File: config.mk
export PLATFORM = sky130hd
export DESIGN_NAME = uart_tx_scheduler
export DESIGN_NICKNAME = d
export VERILOG_FILES = /design/src/rtl/uart_sched_pkg.sv /design/src/rtl/sync_fifo.sv /design/src/rtl/uart_tx_scheduler.sv
export SDC_FILE = /design/constraint.sdc
export NUM_CORES = 1
export LEC_CHECK = 0
export CAP_MARGIN = 20
export CORE_UTILIZATION = 58
export CTS_CLUSTER_DIAMETER = 30
export DETAILED_ROUTE_END_ITERATION = 7
export PLACE_DENSITY = 0.95
export RECOVER_POWER = 25
export REMOVE_ABC_BUFFERS = 1
export SYNTH_ARGS = -nofsm -noshare
export SYNTH_HDL_FRONTEND = slang
export SYNTH_SLANG_ARGS = --single-unit
File: constraint.sdc
create_clock -name clk -period 5.4 [get_ports clk]
set_input_delay 0.54 -clock clk [delete_from_list [all_inputs] [get_ports clk]]
set_output_delay 0.54 -clock clk [all_outputs]
set_load 0.05 [all_outputs]
File: src/rtl/uart_sched_pkg.sv
// rtl/uart_sched_pkg.sv - state encoding and defaults shared by the UART transmit scheduler
package uart_sched_pkg;

  // FSM state codes
  localparam logic [1:0] IDLE      = 2'd0;
  localparam logic [1:0] LOAD      = 2'd1;
  localparam logic [1:0] WAIT_BUSY = 2'd2;
  localparam logic [1:0] WAIT_DONE = 2'd3;

  typedef enum logic [1:0] {
    ST_IDLE      = IDLE,
    ST_LOAD      = LOAD,
    ST_WAIT_BUSY = WAIT_BUSY,
    ST_WAIT_DONE = WAIT_DONE
  } sched_state_e;

  // Word address of the UART transmit data register on the CPU store path
  localparam int unsigned UDRT_ADDR = 23;

  localparam int unsigned DEF_DEPTH        = 4;
  localparam int unsigned DEF_BUSY_TIMEOUT = 16;

endpackage

File: src/rtl/sync_fifo.sv
// rtl/sync_fifo.sv - single-clock FIFO with fill count, shared by the UART TX and RX queues
module sync_fifo #(
  parameter int unsigned WIDTH = 8,
  parameter int unsigned DEPTH = 4,
  parameter int unsigned CNT_W = $clog2(DEPTH + 1)
) (
  input  logic             clk,
  input  logic             rst,
  input  logic             push,
  input  logic [WIDTH-1:0] push_data,
  input  logic             pop,
  output logic [WIDTH-1:0] pop_data,
  output logic             full,
  output logic             empty,
  output logic [CNT_W-1:0] count
);

  // DEPTH is a power of two, so the pointers wrap on their own
  localparam int unsigned PTR_W = $clog2(DEPTH);

  logic [WIDTH-1:0] mem_q [DEPTH];
  logic [PTR_W-1:0] wr_ptr_q, wr_ptr_d;
  logic [PTR_W-1:0] rd_ptr_q, rd_ptr_d;
  logic [CNT_W-1:0] count_q, count_d;
  logic             do_push, do_pop;

  assign full     = (count_q == CNT_W'(DEPTH));
  assign empty    = (count_q == '0);
  assign count    = count_q;
  assign pop_data = mem_q[rd_ptr_q];

  // A push into a full FIFO is legal when the head leaves in the same cycle
  assign do_pop  = pop && !empty;
  assign do_push = push && (!full || do_pop);

  // Next pointer and occupancy values
  always_comb begin
    wr_ptr_d = wr_ptr_q;
    rd_ptr_d = rd_ptr_q;
    count_d  = count_q;
    if (do_push) wr_ptr_d = wr_ptr_q + PTR_W'(1);
    if (do_pop)  rd_ptr_d = rd_ptr_q + PTR_W'(1);
    case ({do_push, do_pop})
      2'b10:   count_d = count_q + CNT_W'(1);
      2'b01:   count_d = count_q - CNT_W'(1);
      default: count_d = count_q;
    endcase
  end

  // Pointer and count registers
  always_ff @(posedge clk or posedge rst) begin
    if (rst) begin
      wr_ptr_q <= '0;
      rd_ptr_q <= '0;
      count_q  <= '0;
    end else begin
      wr_ptr_q <= wr_ptr_d;
      rd_ptr_q <= rd_ptr_d;
      count_q  <= count_d;
    end
  end

  // Storage needs no reset; empty slots are never read out
  always_ff @(posedge clk) begin
    if (do_push) mem_q[wr_ptr_q] <= push_data;
  end

endmodule

File: src/rtl/uart_tx_scheduler.sv
// rtl/uart_tx_scheduler.sv - queues CPU UDRT stores and starts one UART frame per byte (option: UART_TX_SCHED_TIMEOUT_EN)
module uart_tx_scheduler
  import uart_sched_pkg::*;
#(
  parameter int unsigned DEPTH = DEF_DEPTH,
  parameter int unsigned CNT_W = $clog2(DEPTH + 1)
`ifdef UART_TX_SCHED_TIMEOUT_EN
  ,
  parameter int unsigned BUSY_TIMEOUT = DEF_BUSY_TIMEOUT
`endif
) (
  input  logic             clk,
  input  logic             rst,
  input  logic             wr_en,
  input  logic [7:0]       wr_data,
  output logic             stall,
  input  logic             uart_busy,
  output logic             uart_start,
  output logic [7:0]       uart_data,
  output logic [CNT_W-1:0] fifo_count,
  output logic             tx_idle,
  output logic             tx_err
);

  sched_state_e state_q, state_d;
  logic         uart_start_q, uart_start_d;
  logic [7:0]   uart_data_q, uart_data_d;
  logic         fifo_pop, fifo_push, fifo_full, fifo_empty;
  logic [7:0]   fifo_head;

  // The head leaves the queue during LOAD, which frees a slot for a store in that same cycle
  assign fifo_pop  = (state_q == ST_LOAD);
  assign stall     = wr_en && fifo_full && !fifo_pop;
  assign fifo_push = wr_en && !stall;

  sync_fifo #(
    .WIDTH (8),
    .DEPTH (DEPTH),
    .CNT_W (CNT_W)
  ) u_fifo (
    .clk       (clk),
    .rst       (rst),
    .push      (fifo_push),
    .push_data (wr_data),
    .pop       (fifo_pop),
    .pop_data  (fifo_head),
    .full      (fifo_full),
    .empty     (fifo_empty),
    .count     (fifo_count)
  );

  assign uart_start = uart_start_q;
  assign uart_data  = uart_data_q;
  assign tx_idle    = (state_q == ST_IDLE) && fifo_empty;

`ifdef UART_TX_SCHED_TIMEOUT_EN
  logic [7:0] tmo_cnt_q, tmo_cnt_d;
  logic       tx_err_q, tx_err_d;
  assign tx_err = tx_err_q;
`else
  assign tx_err = 1'b0;
`endif

  // Next-state, start pulse and data latch; start fires in the cycle after LOAD
  always_comb begin
    state_d      = state_q;
    uart_start_d = 1'b0;
    uart_data_d  = uart_data_q;
`ifdef UART_TX_SCHED_TIMEOUT_EN
    tmo_cnt_d    = tmo_cnt_q;
    tx_err_d     = tx_err_q;
`endif
    case (state_q)
      ST_IDLE: begin
        // An externally busy transmitter holds us off even with data queued
        if (!fifo_empty && !uart_busy) state_d = ST_LOAD;
      end
      ST_LOAD: begin
        uart_data_d  = fifo_head;
        uart_start_d = 1'b1;
        state_d      = ST_WAIT_BUSY;
`ifdef UART_TX_SCHED_TIMEOUT_EN
        tmo_cnt_d    = '0;
`endif
      end
      ST_WAIT_BUSY: begin
        if (uart_busy) state_d = ST_WAIT_DONE;
`ifdef UART_TX_SCHED_TIMEOUT_EN
        // Transmitter never acknowledged: drop the byte and flag it
        else if (tmo_cnt_q == 8'(BUSY_TIMEOUT - 1)) begin
          state_d  = ST_IDLE;
          tx_err_d = 1'b1;
        end else begin
          tmo_cnt_d = tmo_cnt_q + 8'd1;
        end
`endif
      end
      ST_WAIT_DONE: begin
        if (!uart_busy) state_d = ST_IDLE;
      end
      default: state_d = ST_IDLE;
    endcase
  end

  // Scheduler registers; reset abandons any frame in flight
  always_ff @(posedge clk or posedge rst) begin
    if (rst) begin
      state_q      <= ST_IDLE;
      uart_start_q <= 1'b0;
      uart_data_q  <= 8'h00;
`ifdef UART_TX_SCHED_TIMEOUT_EN
      tmo_cnt_q    <= '0;
      tx_err_q     <= 1'b0;
`endif
    end else begin
      state_q      <= state_d;
      uart_start_q <= uart_start_d;
      uart_data_q  <= uart_data_d;
`ifdef UART_TX_SCHED_TIMEOUT_EN
      tmo_cnt_q    <= tmo_cnt_d;
      tx_err_q     <= tx_err_d;
`endif
    end
  end

endmodule

Yosys cells after proc, flatten, opt, wreduce, memory -nomap -nowiden
Memories as Yosys holds them, arrays and structs flattened. A register that Yosys moved wholly into a read port is not among the register bits.
Index checks and enable logic that the tools add are counted.
{"block": "op_classes", "n_lt_le_gt_ge": 0, "mul": 0, "shift": 0, "n_mux": 8, "n_eq_ne": 9, "n_reduce_logical": 17, "n_div": 0, "add_sub_neg": 4, "bitwise_logic": 0}
{"cell": "$pmux W2 S4", "n": 1}
{"cell": "$logic_and A1 B1 Y1", "n": 7}
{"cell": "$eq A2 B2 Y1 const B", "n": 3}
{"cell": "$mux W2", "n": 3}
{"cell": "$pmux W3 S2", "n": 1}
{"cell": "$logic_not A1 Y1", "n": 5}
{"cell": "$add A2 B1 Y2 const B", "n": 2}
{"cell": "$eq A2 B1 Y1 const B", "n": 2}
{"cell": "$ne A2 B2 Y1 const B", "n": 2}
{"cell": "$add A3 B1 Y3 const B", "n": 1}
{"cell": "$eq A3 B3 Y1 const B", "n": 1}
{"cell": "$logic_not A3 Y1", "n": 1}
{"cell": "$mux W1", "n": 3}
{"cell": "$reduce_and A3 Y1", "n": 1}
{"cell": "$sub A3 B1 Y3 const B", "n": 1}
{"cell": "$logic_not A2 Y1", "n": 1}
{"cell": "$ne A2 B1 Y1 const B", "n": 1}
{"cell": "$reduce_bool A2 Y1", "n": 1}
{"cell": "$logic_or A1 B1 Y1", "n": 1}
{"block": "totals", "n_memories": 1, "in_bits": 12, "rom_bits": 0, "output_inout_bits": 15, "latch_bits": 0, "mem_bits_rw": 32, "reg_bits": 10, "wordCells": 44}
{"memory": "u_fifo.mem_q", "words": 4, "width": 8, "read_ports": 1, "rd_clocked_by_memory_dff": 1, "write_ports": 1, "line_no": "sync_fifo.sv:21", "text": "logic [WIDTH-1:0] mem_q [DEPTH];"}

Logic depth before layout (Yosys ltp)
Gate-level depths: netlist (run 1).
{"block": "depth", "depth_word": 8, "mapped_depth": 11, "depth_no_buf": 11}

Hierarchy
Synthesis (run 1) repeated with hierarchy kept, for this count alone.
{"block": "unflattened", "cells_unflattened": 138, "hier_area_um2": 2203.4}
{"mod": "sync_fifo", "instances": 1, "seq_area_each_um2": 1136.1, "area_per_inst_um2": 1675.4, "cells_per_inst": 96}
{"mod": "uart_tx_scheduler", "instances": 1, "seq_area_each_um2": 275.3, "area_per_inst_um2": 528.0, "cells_per_inst": 42}

Worst setup path before layout (run 1)
OpenSTA, ideal clock, no wires.
{"block": "synth_path", "kind": "flip-flop to flip-flop", "start": "register u_fifo.count_q[2] (netlist: u_fifo.count[2])", "end": "register u_fifo.count_q[2] (netlist: u_fifo.count[2])", "arrival_ps": 2155, "stages_incl_launch_ff": 10, "synth_period_minus_slack_ps": 2237, "t_required_ps": 5318, "setup_ps": 82, "n_path_buf": 0, "setup_slack_ps": 3163, "path_cell_list": "dfrtp_1 -> nor4b_1 -> nor2b_1 -> inv_1 -> ha_1 -> inv_1 -> fa_1 -> xor2_1 -> nor2_1 -> xor2_1"}
{"block": "synth_via", "elab_chain_cells": 8, "elab_cells_between_ends": 17, "cone_classes": "add/sub (2); eq/ne (3); mux (1); reduce/logical (11)"}
{"item": "start, declared", "line_no": "sync_fifo.sv:24", "text": "logic [CNT_W-1:0] count_q, count_d;"}
{"item": "start signal, assigned", "line_no": "sync_fifo.sv:59", "text": "count_q <= count_d;"}
{"item": "$eq A3 B3 Y1", "line_no": "sync_fifo.sv:27", "text": "assign full = (count_q == CNT_W'(DEPTH));"}
{"item": "$logic_and A1 B1 Y1 (2 in a row)", "line_no": "uart_tx_scheduler.sv:33", "text": "assign stall = wr_en && fifo_full && !fifo_pop;"}
{"item": "$logic_not A1 Y1", "line_no": "uart_tx_scheduler.sv:34", "text": "assign fifo_push = wr_en && !stall;"}
{"item": "$logic_and A1 B1 Y1", "line_no": "uart_tx_scheduler.sv:34"}
{"item": "$logic_and A1 B1 Y1", "line_no": "sync_fifo.sv:34", "text": "assign do_push = push && (!full || do_pop);"}
{"item": "$eq A2 B1 Y1 / $eq A2 B2 Y1 (equally long branches)", "line_no": "sync_fifo.sv:43", "text": "case ({do_push, do_pop})"}
{"item": "$pmux W3 S2 / $reduce_bool A2 Y1 (equally long branches)"}
Parallel ways exist; a longest one is shown, timed or not.
A chain may end at the register's enable or synchronous reset.

Worst setup path in the final report (run 1)
{"block": "layout_path", "start": "register state_q[1]", "end": "output stall"}
{"block": "layout_via", "elab_chain_cells": 3}
{"item": "start, declared", "line_no": "uart_tx_scheduler.sv:25", "text": "sched_state_e state_q, state_d;"}
{"item": "start signal, assigned", "line_no": "uart_tx_scheduler.sv:116", "text": "state_q <= state_d;"}
{"item": "$eq A2 B1 Y1", "line_no": "uart_tx_scheduler.sv:32", "text": "assign fifo_pop = (state_q == ST_LOAD);"}
{"item": "named net fifo_pop", "line_no": "uart_tx_scheduler.sv:28", "text": "logic fifo_pop, fifo_push, fifo_full, fifo_empty;"}
{"item": "$logic_not A1 Y1", "line_no": "uart_tx_scheduler.sv:33"}
{"item": "$logic_and A1 B1 Y1", "line_no": "uart_tx_scheduler.sv:33"}
{"item": "end, declared", "line_no": "uart_tx_scheduler.sv:16", "text": "output logic stall,"}
The timed path passes the listed nets, and every way through them passes these cells.

==> results.cfg, run 1 <==
[placement]
dp.final_hpwl_um = 2380
gp_congestion = 0.751
place.port_buffers = 25

[setup_path]
r2r_cells = 11
crit_path_start_kind = flip-flop
rrSetupSlack_ns = 2.56
required_ns = 4.86
worstSetupPathType = flip-flop to primary output
rr_startpoint = state_q[1]
r2r-end = u_fifo.count[2]
worstPathArrival_ns = 2.77
endpoint_kind = primary output
crit_fanout = 12

[clocking]
cts_tree = built
numCtsBuffers = 5
clk_latency_ns = 0.36
cts_setup_buffers = 0
ctsHoldBuffers = 0
cts_resized = 0
clk_pin_slew_ns = 0.15
cts_buffer_depth = 2
root_buffer = clkbuf_4
h-tree-depth = 2
cts_sinks = 50

[global_route]
antenna_found_initial = 0
grtUsageMet2 = 0.341
grt_max_degree = 19
grt_util_met3 = 0.0456
busiest_layer = met2
grt_pass1_vias = 1154
grt_pass1_wl_um = 5390
grt_remaining_overflow = 0
use_met1 = 0.213
track_usage = 0.188

[detailed_routing]
drtIter0Drc = 20
wl_per_cell_um = 16.9
num_vias = 1033
ant_nets = 0
drt_first_pass_iters = 4
wl_um = 3280
viasPerCell = 5.32
drc = 0

[power_and_ir_drop]
powerDensity_nw_per_um2 = 611
internal_power_uw = 938
combPwrFrac = 0.445
peakVddDrop_mv = 0.468
p_sw_uw = 574
swShare = 0.380
p_seq_frac = 0.417
p_leak_uw = 0.000960
clkPwrFrac = 0.139

[timing]
fmax_mhz = 302
finalClockSkew_ns = 0.0267
max_slew_margin = 0.538
period_needed_ns = 3.31
rsz0062_at_grt = no
hold_viol_final = 0
period_share = 0.613
final_max_slew_viol_count = 0
setup_viol = 0
tns_ns = 0
worstMarginPinSlew_ns = 0.692
whs_ns = 0.534

[floorplanning]
die_x_um = 62.4
fp.coreArea_um2 = 3420
fp-row-count = 21
pin_count = 27
fp.dieH_um = 62.4
start_util = 0.619
dieArea_um2 = 3890

[cells_and_area]
drive_gt1_frac = 0.169
final_cell_mix = 32 x edfxtp_1, 18 x dfrtp_1, 17 x clkdlybuf4s50_1, 10 x ha_1, 9 x inv_1
antenna_cells = 0
nNetsFinal = 170
area_growth_pct = 17.0
mostFrequentLayoutCell = edfxtp_1

[hold_path]
min_path_type = flip-flop to flip-flop
hold_end = uart_data[2]
whs_path_depth = 1
min_from = uart_data[2]

[yosys]
ys_async_sr_fraction = 0.360
syn_avg_cell_area_um2 = 17.8
syn_inst = 119
synth-seq-area-share = 0.667
ys_types = 25
synth_edf_count = 32
synth_flop_cell = edfxtp_1
syn-cell-area_um2 = 2110
ys_ff_latch = 50
ys_warn_count = 0

[run_status]
status = completed

[job]
maxCapViolCount = 0
[worst max-delay path by stage]
| stage | startpoint | end | slack [ns] | cells after the start |
|---|---|---|---|---|
| 2_1_floorplan | state_q[1] | u_fifo.count[2] | 2.96 | 11 |
| 3_3_place_gp | state_q[1] | stall | 2.60 | 5 |
| 3_5_place_dp | state_q[1] | stall | 2.49 | 5 |
| 4_1_cts | state_q[1] | stall | 2.07 | 5 |
| 5_1_grt | state_q[1] | stall | 1.94 | 5 |
| 6_report | state_q[1] | stall | 2.09 | 5 |
[cell type report]
| cell class | instances | area, µm² |
|---|---|---|
| Clock buffer | 6 | 41.3 |
| Multi-Input combinational cell | 56 | 642 |
| Sequential cell | 50 | 1410 |
| Timing Repair Buffer | 25 | 250 |
| Clock inverter | 2 | 37.5 |
| Inverter | 9 | 33.8 |
| Fill cell | 212 | 942 |
| Tap cell | 46 | 57.6 |
[cell families (layout without fill, tap and decap cells)]
logic type	Yosys count	after routing	synth area share
flip-flops	50	50	0.667
buffers and inverters	13	42	0.0290
AND/OR/NAND/NOR	17	17	0.0444
XOR/XNOR	6	6	0.0249
AO/OA/AOI/OAI	2	2	0.00651
adder cells (fa/ha/maj)	11	11	0.0686
multiplexers	19	19	0.157
other	1	1	0.00177
[registers in the layout, summed over array words and instances (netlist names)]
name             cells
uart_start           1
u_fifo.rd_ptr_q      2
u_fifo.wr_ptr_q      2
u_fifo.count         3
u_fifo.mem_q        32
uart_data            8
state_q              2
[synthesized netlist by cell type (2+ instances only)]
cell type  instances  area [µm²]
xnor2_1            2        17.5
nand2_1            2        7.51
dfrtp_1           18         450
mux2_2             2        22.5
ha_1              10         125
nor2_1             4        15.0
and2_1             6        37.5
xor2_1             4        35.0
nor2b_1            2        12.5
edfxtp_1          32         961
mux4_2             8         180
mux2_4             8         120
inv_1              9        33.8
[routing by layer]
metal  part of all wire  vias to the layer above
li1                   -                      479
met1               0.40                      524
met2               0.55                       26
met3              0.038                        4
met4              0.012                        0
met5                  0                        -
[worst max-delay path, cell delays in order (launching register included)]
cell	delay, ns
dfrtp_1	0.43
inv_1	0.09
ha_1	0.42
nor4b_1	0.48
and2_1	0.18
clkdlybuf4s50_1	0.79
[stage by stage]
stage               setup slack [ns]  total power (µW)  instance area (µm²)  utilization  cells
floorplan                       2.96              1120                 2090            -    115
global placement                2.60              1280                 2390        0.701    186
detailed placement              2.49              1320                 2390        0.701    186
CTS                             2.07              1530                 2470        0.724    194
global route                    1.94              1590                 2470        0.724    194
finish                          2.09              1510                 2470        0.724    194
[power groups by stage]
stage          clock, µW  combinational, µW  sequential, µW
2_1_floorplan          0                341             777
3_3_place_gp           0                647             629
3_5_place_dp           0                679             642
4_1_cts              212                682             632
5_1_grt              227                718             647
6_report             210                672             630
No activity file was read; power rests on OpenSTA's default activity.
==> run 2, diff against run 1 <==
--- a/config.mk
+++ b/config.mk
@@ -6,10 +6,10 @@
 export NUM_CORES = 1
 export LEC_CHECK = 0
 export CAP_MARGIN = 20
-export CORE_UTILIZATION = 58
+export CORE_UTILIZATION = 54
 export CTS_CLUSTER_DIAMETER = 30
 export DETAILED_ROUTE_END_ITERATION = 7
-export PLACE_DENSITY = 0.95
+export PLACE_DENSITY = 0.9
 export RECOVER_POWER = 25
 export REMOVE_ABC_BUFFERS = 1
 export SYNTH_ARGS = -nofsm -noshare
==> constraint.sdc (replaced) <==
create_clock -name clk -period 3.15 [get_ports clk]
set_input_delay 0.315 -clock clk [delete_from_list [all_inputs] [get_ports clk]]
set_output_delay 0.315 -clock clk [all_outputs]
set_load 0.05 [all_outputs]
==> run 2 against run 1 <==
Critical path depth is the same; clock power grew 87%; cell count grew 1.5%; count of clock-buffer cells in the layout shrank 1; worst hold slack lost 0.12 ns; final area grew 1.1%; global-route usage grew 1.1 points; largest cell class unchanged.
==> results.cfg, run 2 (synthesized netlist as in run 1, its figures left out) <==
[power_and_ir_drop]
peakVddDrop_mv = 0.646
powerDensity_nw_per_um2 = 1060
p_leak_uw = 0.000976
totalPowerFinal_uw = 2650

[clocking]
cts_setup_buffers = 0
numCtsBuffers = 5
cts_tree = built
ctsHoldBuffers = 0
cts_buffer_depth = 2
cts_resized = 0
clk_pin_slew_ns = 0.10
cts_sinks = 50
root_buffer = clkbuf_8
h-tree-depth = 2
clk_latency_ns = 0.32

[timing]
finalClockSkew_ns = 0.0117
rsz0062_at_grt = no
final_max_slew_viol_count = 0
tns_ns = 0
whs_ns = 0.412
fmax_mhz = 376
setup_viol = 0
max_slew_margin = 0.517
worstMarginPinSlew_ns = 0.724
period_needed_ns = 2.66
hold_viol_final = 0
period_share = 0.845

[global_route]
grt_remaining_overflow = 0
grt_max_degree = 19
grt_pass1_wl_um = 5780
antenna_found_initial = 0
track_usage = 0.199
grt_pass1_vias = 1160

[run_status]
status = completed

[detailed_routing]
drt_first_pass_iters = 4
ant_nets = 0
num_vias = 1054
wl_per_cell_um = 17.8
drc = 0
wl_um = 3500
viasPerCell = 5.35
drtIter0Drc = 43

[setup_path]
required_ns = 2.83
endpoint_kind = primary output
crit_fanout = 4
worstPathArrival_ns = 2.35
worstSetupPathType = flip-flop to primary output
crit_path_start_kind = flip-flop
r2r_cells = 11

[placement]
gp_congestion = 0.679
placedCellCount = 189
dp.final_hpwl_um = 2450
place.port_buffers = 25
place_area_um2 = 2400

[cells_and_area]
final_cell_mix = 32 x edfxtp_1, 18 x clkdlybuf4s50_1, 18 x dfrtp_1, 10 x ha_1, 9 x inv_1
drive_gt1_frac = 0.181
largest_reg_flops = 32
fin_cells = 197
fin_area_um2 = 2500
nNetsFinal = 171
area_growth_pct = 18.2
antenna_cells = 0
mostFrequentLayoutCell = edfxtp_1
regMostFlops = u_fifo.mem_q

[floorplanning]
fp.coreArea_um2 = 3720
dieArea_um2 = 4170
die_x_um = 64.6
pin_count = 27
start_util = 0.569
fp.dieH_um = 64.6
fp-row-count = 22

[job]
maxCapViolCount = 0

[hold_path]
min_path_type = input port to asynchronous set/reset pin
[run 2: report_power, final]
group | total (µW) | internal, µW | switching [µW]
registers | 1080 | 919 | 160
logic | 1180 | 532 | 648
clock network | 392 | 163 | 229
total | 2650 | 1610 | 1040
[run 2: cell type report]
type	instances	area, µm²
sequential	50	1410
multi-input combinational	56	642
clock buffer	5	68.8
fill	250	1220
clock inverter	3	26.3
inverter	9	33.8
timing repair buffer	26	258
tap	48	60.1
[run 2: through the flow]
step,utilization,setup WS (ns)
2_1_floorplan,-,0.710
3_3_place_gp,0.647,0.839
3_5_place_dp,0.647,0.618
4_1_cts,0.673,0.468
5_1_grt,0.673,0.348
6_report,0.673,0.488
[run 2: worst max-delay path, cell delays in order (launching register included)]
cell and delay, ns:
dfrtp_1 0.40, inv_1 0.10, ha_1 0.21, nor4b_1 0.35
and2_1 0.18, clkdlybuf4s50_1 0.79
[run 2: worst paths after layout]
path | slack, ns | from | endpoint
worst max-delay path | 0.49 | state_q[1] | stall
worst min-delay path | 0.41 | rst | uart_data[2]
worst max register to register | 0.60 | state_q[1] | u_fifo.count[2]
worst min register to register | 0.52 | uart_data[5] | uart_data[5]
max in group asynchronous | 2.27 | rst | state_q[0]
min in group clk | 0.52 | uart_data[5] | uart_data[5]
[run 2: routing by layer]
metal | up-vias | wire, µm | GRT usage
li1 | 482 | - | -
met1 | 545 | 1430 | 0.226
met2 | 20 | 1890 | 0.345
met3 | 7 | 98 | 0.0423
met4 | 0 | 90 | 0.117
met5 | - | 0 | 0
==> run 3, diff against run 2 <==
--- a/config.mk
+++ b/config.mk
@@ -6,10 +6,10 @@
 export NUM_CORES = 1
 export LEC_CHECK = 0
 export CAP_MARGIN = 20
-export CORE_UTILIZATION = 54
+export CORE_UTILIZATION = 49
 export CTS_CLUSTER_DIAMETER = 30
 export DETAILED_ROUTE_END_ITERATION = 7
-export PLACE_DENSITY = 0.9
+export PLACE_DENSITY = 0.87
 export RECOVER_POWER = 25
 export REMOVE_ABC_BUFFERS = 1
 export SYNTH_ARGS = -nofsm -noshare
==> constraint.sdc (replaced) <==
create_clock -name clk -period 2.3 [get_ports clk]
set_input_delay 0.23 -clock clk [delete_from_list [all_inputs] [get_ports clk]]
set_output_delay 0.23 -clock clk [all_outputs]
set_load 0.05 [all_outputs]
==> run 3 against run 2 <==
Sequential power is 39% higher; worst hold slack worse by 0.082 ns; largest cell class unchanged; clock skew is 0.0070 ns lower; utilization is 3.1 points lower; critical path depth is 6 higher; count of clock-buffer cells in the layout is 1 higher; first-iteration DRC count is 12% lower; sequential cell count stayed put; sequential share of layout area is 2.2 points lower.
==> results.cfg, run 3 (synthesized netlist as in run 1, its figures left out) <==
[run_status]
status = completed

[clocking]
numCtsBuffers = 5
h-tree-depth = 2
root_buffer = clkbuf_8
cts_buffer_depth = 2
cts_tree = built
cts_sinks = 50
clk_latency_ns = 0.30
clk_pin_slew_ns = 0.09

[cells_and_area]
num-fill-cells = 268
fin_area_um2 = 2600
regMostFlops = u_fifo.mem_q
mostFrequentLayoutCell = edfxtp_1
area_growth_pct = 23.1
antenna_cells = 0
drive_gt1_frac = 0.280
final_cell_mix = 32 x edfxtp_1, 18 x dfrtp_1, 16 x clkdlybuf4s50_1, 9 x buf_4
nNetsFinal = 179
largest_reg_flops = 32

[detailed_routing]
drc = 0
ant_nets = 0
wl_um = 3680
drtIter0Drc = 38
viasPerCell = 5.31
wl_per_cell_um = 17.8
num_vias = 1099
drt_first_pass_iters = 4

[floorplanning]
die_x_um = 67.7
dieArea_um2 = 4580
start_util = 0.521
fp.dieH_um = 67.7
fp.coreArea_um2 = 4060
pin_count = 27
fp-row-count = 23

[global_route]
grt_max_degree = 19
grt_remaining_overflow = 0
track_usage = 0.181
antenna_found_initial = 0
grt_pass1_wl_um = 5590
grt_pass1_vias = 1190

[timing]
max_slew_margin = 0.532
hold_viol_final = 0
final_max_slew_viol_count = 0
worstMarginPinSlew_ns = 0.701
fin_ws_ns = 0.0752
fmax_mhz = 449
period_share = 0.967
setup_viol = 0
period_needed_ns = 2.22
whs_ns = 0.330
finalClockSkew_ns = 0.00464

[setup_path]
worstPathArrival_ns = 2.44
rrSetupSlack_ns = 0.08
endpoint_kind = flip-flop
crit_path_start_kind = flip-flop
rr_startpoint = state_q[1]
crit_fanout = 3
required_ns = 2.52
setup.worst_path.start = state_q[1]
worstSetupPathType = flip-flop to flip-flop

[power_and_ir_drop]
p_leak_uw = 0.00103
combPwrFrac = 0.473
clkPwrFrac = 0.131
swShare = 0.387
powerDensity_nw_per_um2 = 1450
p_seq_frac = 0.396
peakVddDrop_mv = 0.692
totalPowerFinal_uw = 3780
internal_power_uw = 2320
p_sw_uw = 1460

[hold_path]
min_path_type = input port to asynchronous set/reset pin

[job]
maxCapViolCount = 0

[placement]
place_worst_setup_slack_ns = -0.182
dp.final_hpwl_um = 2480
place_area_um2 = 2430
gp_congestion = 0.733
place.port_buffers = 25
run 3: area by class of cell:
cell class	instances	area, µm²	share of cell area
sequential	50	1410	0.542
clock inverter	2	13.8	0.00529
inverter	9	33.8	0.0130
clock buffer	6	72.6	0.0279
timing repair buffer	34	329	0.126
multi-input combinational	56	679	0.261
tap	50	62.6	0.0240
run 3: per-stage QoR:
| step | cells | util | TNS (ns) |
|---|---|---|---|
| 6_report | 207 | 0.641 | 0 |
| 5_1_grt | 207 | 0.641 | -0.0406 |
| 4_1_cts | 204 | 0.629 | 0 |
| 3_5_place_dp | 193 | 0.599 | -0.182 |
| 3_3_place_gp | 193 | 0.599 | 0 |
| 2_1_floorplan | 115 | - | -0.167 |
run 3: what timing repair did:
| action | in CTS | in global routing |
|---|---|---|
| endpoints found under the setup margin | 2 | 1 |
| resized for setup | 3 | 8 |
| pin swaps | 1 | 4 |
| hold buffers | 0 | 0 |
| cloned | 0 | 0 |
| buffers inserted | 3 | 3 |
run 3: critical path, stage by stage, from the launching register on:
cell	delay, ns
dfrtp_1	0.38
inv_2	0.07
ha_4	0.18
nor4b_4	0.33
nor2b_2	0.10
inv_1	0.08
ha_2	0.18
inv_2	0.04
fa_2	0.33
xor2_1	0.15
nor2_1	0.12
xor2_1	0.17
run 3: power by group through the flow:
stage          clock (µW)  combinational, µW  sequential [µW]
2_1_floorplan           0                801             1820
3_3_place_gp            0               1560             1490
3_5_place_dp            0               1650             1510
4_1_cts               503               1720             1490
5_1_grt               535               1900             1540
6_report              496               1790             1500
run 3: path summary, 6_finish.rpt:
| kind | endpoint | cells past startpoint |
|---|---|---|
| min in group clk | uart_data[3] | 1 |
| worst min register to register | uart_data[3] | 1 |
| max in group asynchronous | u_fifo.wr_ptr_q[1] | 2 |
| worst max-delay path | u_fifo.count[2] | 11 |
| worst max register to register | u_fifo.count[2] | 11 |
| worst min-delay path | uart_data[5] | 2 |
run 3: routing by layer:
layer,share of wire,vias up,global-route usage
li1,-,500,-
met1,0.37,563,0.194
met2,0.57,27,0.327
met3,0.036,9,0.0524
met4,0.020,0,0.0771
met5,0,-,0
